File: src/rtl/karatsuba64_seq.sv
// karatsuba64_seq: sequences three karatsuba34 core passes and recombines them into a 128-bit product
module karatsuba64_seq #(
    parameter int TIMEOUT_CYCLES = 64
) (
    input  logic         clk,
    input  logic         rst,
    input  logic         start,
    input  logic [63:0]  A,
    input  logic [63:0]  B,
    output logic         busy,
    output logic [127:0] P,
    output logic         valid_out,
    output logic         err,
    output logic         k_start,
    output logic [33:0]  k_A,
    output logic [33:0]  k_B,
    input  logic [67:0]  k_P,
    input  logic         k_valid
);
    localparam int CW = $clog2(TIMEOUT_CYCLES + 1);
    typedef enum logic [3:0] {IDLE, ISS0, WT0, ISS2, WT2, ISS1, WT1, COMB, DONE} state_t;
    state_t state, state_nx;
    logic [63:0] a_r, b_r;
    logic [67:0] z0, z2, z1r, z1;
    logic [127:0] p_nx;
    logic [CW-1:0] cnt;
    logic in_wt, tmo;
    // state register
    always_ff @(posedge clk or posedge rst) begin
        if (rst) state <= IDLE;
        else     state <= state_nx;
    end
    // next state, core handshake and status outputs; a core valid beats a timeout in the same cycle
    always_comb begin
        in_wt = (state == WT0) || (state == WT2) || (state == WT1);
        tmo = in_wt && !k_valid && (cnt == CW'(TIMEOUT_CYCLES - 1));
        err = tmo;
        valid_out = (state == DONE);
        busy = (state != IDLE) && (state != DONE) && !tmo;
        k_start = (state == ISS0) || (state == ISS2) || (state == ISS1);
        k_A = (state == ISS0 || state == WT0) ? 34'(a_r[31:0]) :
              (state == ISS2 || state == WT2) ? 34'(a_r[63:32]) :
              (state == ISS1 || state == WT1) ? 34'(a_r[63:32]) + 34'(a_r[31:0]) : '0;
        k_B = (state == ISS0 || state == WT0) ? 34'(b_r[31:0]) :
              (state == ISS2 || state == WT2) ? 34'(b_r[63:32]) :
              (state == ISS1 || state == WT1) ? 34'(b_r[63:32]) + 34'(b_r[31:0]) : '0;
        state_nx = state;
        case (state)
            IDLE:    state_nx = start ? ISS0 : IDLE;
            ISS0:    state_nx = WT0;
            WT0:     state_nx = k_valid ? ISS2 : tmo ? IDLE : WT0;
            ISS2:    state_nx = WT2;
            WT2:     state_nx = k_valid ? ISS1 : tmo ? IDLE : WT2;
            ISS1:    state_nx = WT1;
            WT1:     state_nx = k_valid ? COMB : tmo ? IDLE : WT1;
            COMB:    state_nx = DONE;
            DONE:    state_nx = IDLE;
            default: state_nx = IDLE;
        endcase
    end
    // recombination: the middle term wraps mod 2^68 and the final sum is taken mod 2^128
    always_comb begin
        z1 = z1r - z2 - z0;
        p_nx = 128'({z2, 64'b0}) + 128'({z1, 32'b0}) + 128'(z0);
    end
    // operand capture, wait counter, partial-product latches and result register
    always_ff @(posedge clk or posedge rst) begin
        if (rst) begin
            a_r <= '0;
            b_r <= '0;
            cnt <= '0;
            z0  <= '0;
            z2  <= '0;
            z1r <= '0;
            P   <= '0;
        end else begin
            if (state == IDLE && start) begin
                a_r <= A;
                b_r <= B;
            end
            cnt <= in_wt ? cnt + 1'b1 : '0;
            if (state == WT0 && k_valid) z0 <= k_P;
            if (state == WT2 && k_valid) z2 <= k_P;
            if (state == WT1 && k_valid) z1r <= k_P;
            if (state == COMB) P <= p_nx;
        end
    end
endmodule

File: config.mk
export PLATFORM = sky130hd
export DESIGN_NAME = karatsuba64_seq
export DESIGN_NICKNAME = d
export VERILOG_FILES = /design/src/rtl/karatsuba64_seq.sv
export SDC_FILE = /design/constraint.sdc
export NUM_CORES = 2
export LEC_CHECK = 0
export BUFFER_PORTS_ARGS = -buffer_cell sky130_fd_sc_hd__buf_2
export CAP_MARGIN = 20
export CORE_MARGIN = 5
export CORE_UTILIZATION = 30
export DETAILED_ROUTE_END_ITERATION = 10
export PLACE_DENSITY = 0.51
export SLEW_MARGIN = 20
export SYNTH_ARGS = -nofsm -noshare
export SYNTH_HDL_FRONTEND = slang
export SYNTH_SLANG_ARGS = --single-unit
File: constraint.sdc
create_clock -name clk -period 42.9 [get_ports clk]
set_clock_uncertainty 0.05 [all_clocks]
set_input_delay 4.29 -clock clk [delete_from_list [all_inputs] [get_ports clk]]
set_output_delay 4.29 -clock clk [all_outputs]
set_load 0.05 [all_outputs]
# Yosys cells after proc, flatten, opt, wreduce, memory -nomap -nowiden
# Index checks and enable logic that the tools add are counted.
dict set report word_totals {
  regBits 471
  out_inout_bits 200
}
dict set report classes {
  reduce_logical 19
  eq_ne 10
  muxes 15
  n_addsub 7
}
# cell n
set op_table {}
lappend op_table {{2-to-1 mux 33 bit} 6}
lappend op_table {{subtractor 68 bit} 2}
lappend op_table {{adder 128 x 100 -> 128 bit} 1}
lappend op_table {{adder 128 x 68 -> 128 bit} 1}
lappend op_table {{adder 32 x 32 -> 33 bit} 2}
lappend op_table {{case mux 4 bit (8 select lines)} 1}
lappend op_table {{== test 4 x 3 -> 1 bit (second input constant)} 4}
lappend op_table {{2-to-1 mux 3 bit} 4}
lappend op_table {{== test 4 x 2 -> 1 bit (second input constant)} 2}
lappend op_table {{logical AND 1 bit} 8}
lappend op_table {{adder 7 x 1 -> 7 bit (second input constant)} 1}
lappend op_table {{== test 7 x 6 -> 1 bit (second input constant)} 1}
lappend op_table {{logical OR 1 bit} 7}
lappend op_table {{2-to-1 mux 7 bit} 1}
lappend op_table {{== test 4 x 1 -> 1 bit (second input constant)} 1}
lappend op_table {{== test 4 bit (second input constant)} 1}
lappend op_table {{zero test 4 bit} 1}
lappend op_table {{2-to-1 mux 2 bit} 2}
lappend op_table {{inequality test 4 bit (second input constant)} 1}
lappend op_table {{nonzero test 4 bit} 1}
lappend op_table {{zero test 1 bit} 2}
lappend op_table {{2-to-1 mux 1 bit} 1}

# Depth between registers and ports, before layout
dict set report depth {
  ltp_word 8
  ltp_mapped 30
  depth_no_buf 28
}

# Worst setup path after synthesis
# No wires, ideal clock.
dict set report synth_timing {
  kind {input -> output}
  from {in k_valid}
  to {out busy}
  arrival_ps 6739
  setup_slack_ps 31821
  required_ps 38560
  path_stages 2
  path_buffers 0
  cell_sequence {nor4_1 nor2_1}
}
dict set report synth_between {
  elab_chain_len 5
}
# item line
set synth_rtl {}
lappend synth_rtl {{start: declaration} 18} ;# input logic k_valid
lappend synth_rtl {{zero test 1 bit} 36} ;# tmo = in_wt && !k_valid && (cnt == CW'(TIMEOUT_CYCLES - 1));
lappend synth_rtl {{logical AND 1 bit (2 in a row)} 36}
lappend synth_rtl {{zero test 1 bit} 39} ;# busy = (state != IDLE) && (state != DONE) && !tmo;
lappend synth_rtl {{logical AND 1 bit} 39}
lappend synth_rtl {{end: declaration} 10} ;# output logic busy,
# No other way between the ends.

# Worst setup path after layout
dict set report layout_timing {
  from {in k_valid}
  to {out err}
}
dict set report layout_between {
  elab_chain_len 3
}
# item line
set layout_rtl {}
lappend layout_rtl {{zero test 1 bit} 36}
lappend layout_rtl {{logical AND 1 bit (2 in a row)} 36}
lappend layout_rtl {{end: declaration} 13} ;# output logic err,
# No other way between the ends.

==> impl_metrics.tcl <==
set metrics [dict create \
    rsz0062_at_grt "false" \
    hold_viol_final 0 \
    ys_seq_area_frac 0.362 \
    synth_area_leaders "dfrtp_1, ha_1, mux2_2" \
    tightest_slew_ns 1.10 \
    vias_per_cell 5.13 \
    synth_commonest_cells "dfrtp_1, nand2_1, o21ai_0" \
    clock-root-buffer "clkbuf_16" \
    drc_errors 0 \
    tritoncts_num_sinks 471 \
    clkTransAtPathRegs_ns 0.06 \
    dieArea_mm2 0.115 \
    num_rows 120 \
    overflow 0 \
    synthCells 3420 \
    post-route-min-period_ns 9.65 \
    critical_path.max_fanout 5 \
    preCtsSetupSlack_ns 33.22 \
    hp-class "flop to flop" \
    cts_tree "done" \
    grt_pass1_vias 27060 \
    critPathRequiredTime_ns 38.56 \
    ant_nets 0 \
    routed_wl_um 113000 \
    postSynthAreaPerCell_um2 9.52 \
    worstSetupStartpointType "input pin" \
    synth_edf_count 0 \
    syn_area_mm2 0.0326 \
    path_class "input pin to primary output" \
    regArea_mm2 0.0118 \
    grt_antenna_before_repair 32 \
    finalCritPeriodShare 0.225 \
    die_w_um 339 \
    coreArea_mm2 0.108 \
    final_util 0.354 \
    synth.most_common_cell "dfrtp_1" \
    ios 400 \
    fmax_ghz 0.104 \
    grt_max_degree 163 \
    drtIter0Drc 1524 \
    n_fill_cell 11193 \
    cts_max_level 2 \
    maxSlewHeadroom 0.269 \
    die_h_um 339 \
    postCtsSetupBuffers 0 \
    io_buffers 397 \
    first_pass_iters 7 \
    synth_top_area_frac 0.362 \
    drv_slew 0 \
    area_growth_pct 16.8 \
    grt_use_total 0.191 \
    yosys.area.top_type "dfrtp_1" \
    setup_viol 0 \
    cap_violations 0 \
    insertion_delay_ns 0.67 \
    async_flop_share 1.00 \
    dp.final_hpwl_um 89400 \
    cts_buffer_depth 3 \
    grt_pass1_wl_um 170000 \
    ys_ff_latch 471 \
    drive_above_1_share 0.216 \
    crit_path_end_kind "primary output" \
    nets 4280 \
    crit_arrival_ns 5.31 \
    worst_slack_ns 33.25 \
    post_cts_resized 0 \
    synth.distinct_cells 88 \
    multi_input_area_mm2 0.0195 \
    yosysWarningCount 0 \
    vias 26725 \
    tns_ns 0 \
    status "complete, no violations" \
    numCtsBuffers 60 \
    wire_per_inst_um 21.7 \
    place.gp.congestion 0.900 \
    initial_utilization 0.303 \
    holdBufCountCts 0 \
    synth_flop_cell "dfrtp_1" \
]
==> path summary, 6_finish.rpt <==
path / startpoint / cells after the start / to / slack, ns
max in group asynchronous: rst / 5 / b_r[52] / 36.00
min in group asynchronous: rst / 2 / cnt[0] / 3.77
max reg2reg: z2[0] / 26 / P[123] / 34.76
max: k_valid / 3 / err / 33.25
min: P[76] / 2 / P[76] / 0.42
min reg2reg: P[76] / 2 / P[76] / 0.42
==> sequential cells by signal, indices dropped and copies added, names as in the netlist <==
signal	cells
b_r	64
state	4
cnt	7
z1r	68
a_r	64
z0	68
P	128
z2	68
==> critical path, stage by stage <==
cell and delay (ns):
buf_2 0.14, nor4_1 0.51, buf_2 0.36
==> logic make-up after synthesis <==
| kind of cell | count (synthesis) | synth area share |
|---|---|---|
| AO/OA/AOI/OAI | 963 | 0.186 |
| XOR/XNOR | 197 | 0.0530 |
| adder cells (fa/ha/maj) | 340 | 0.148 |
| buffers and inverters | 351 | 0.0415 |
| flip-flops | 471 | 0.362 |
| multiplexers | 281 | 0.0967 |
| other | 1 | 0.000115 |
| AND/OR/NAND/NOR | 816 | 0.113 |
==> through the flow <==
step           hold slack [ns]  std cells  instance area [um^2]
2_1_floorplan            0.398       3421                 32600
3_3_place_gp             0.408       5081                 35900
3_5_place_dp             0.409       5081                 35900
4_1_cts                  0.424       5193                 38000
5_1_grt                  0.440       5195                 38000
6_report                 0.420       5206                 38000
==> per-layer routing <==
metal	GRT usage	wire length, um
met2	0.324	54000
met5	0	152
met4	0.0490	2800
met3	0.0404	7400
met1	0.249	48600
==> area by class of cell <==
type	count	area share
clock inverter	28	0.00994
inverter	193	0.0192
tap	1403	0.0462
timing repair buffer	415	0.0562
clock buffer	84	0.0451
antenna	13	0.000855
multi-input combinational	2599	0.513
sequential	471	0.310
==> cells in the final DEF (no fill, tap or decap), types with 10 or more instances in the layout <==
master       n
buf_4       16
o21ai_0    315
inv_1      192
ha_1       266
dfrtp_1    471
diode_2     13
nand3_1     50
mux2i_1     13
a211oi_1    30
nand4_1     37
a21o_1     112
o21ai_1     18
clkbuf_16   62
fa_1        74
nor3_1      51
or3_1       10
buf_2      397
mux2_2     266
nand2_1    366
o21a_1      20
and2_1      14
o211ai_1    15
clkinv_2    11
nor2_1     166
and3_1      24
xor2_1      81
o31ai_1     16
xnor2_1    116
nor2b_1     29
a22oi_1     47
a21oi_1    218
a221oi_1    19
nand2b_1    29
o21bai_1    28
clkbuf_1    14
a31oi_1     30
Power is left out: the tool's default activity adds up to more than one toggle a clock period on the data nets, which glitch-free logic cannot reach.
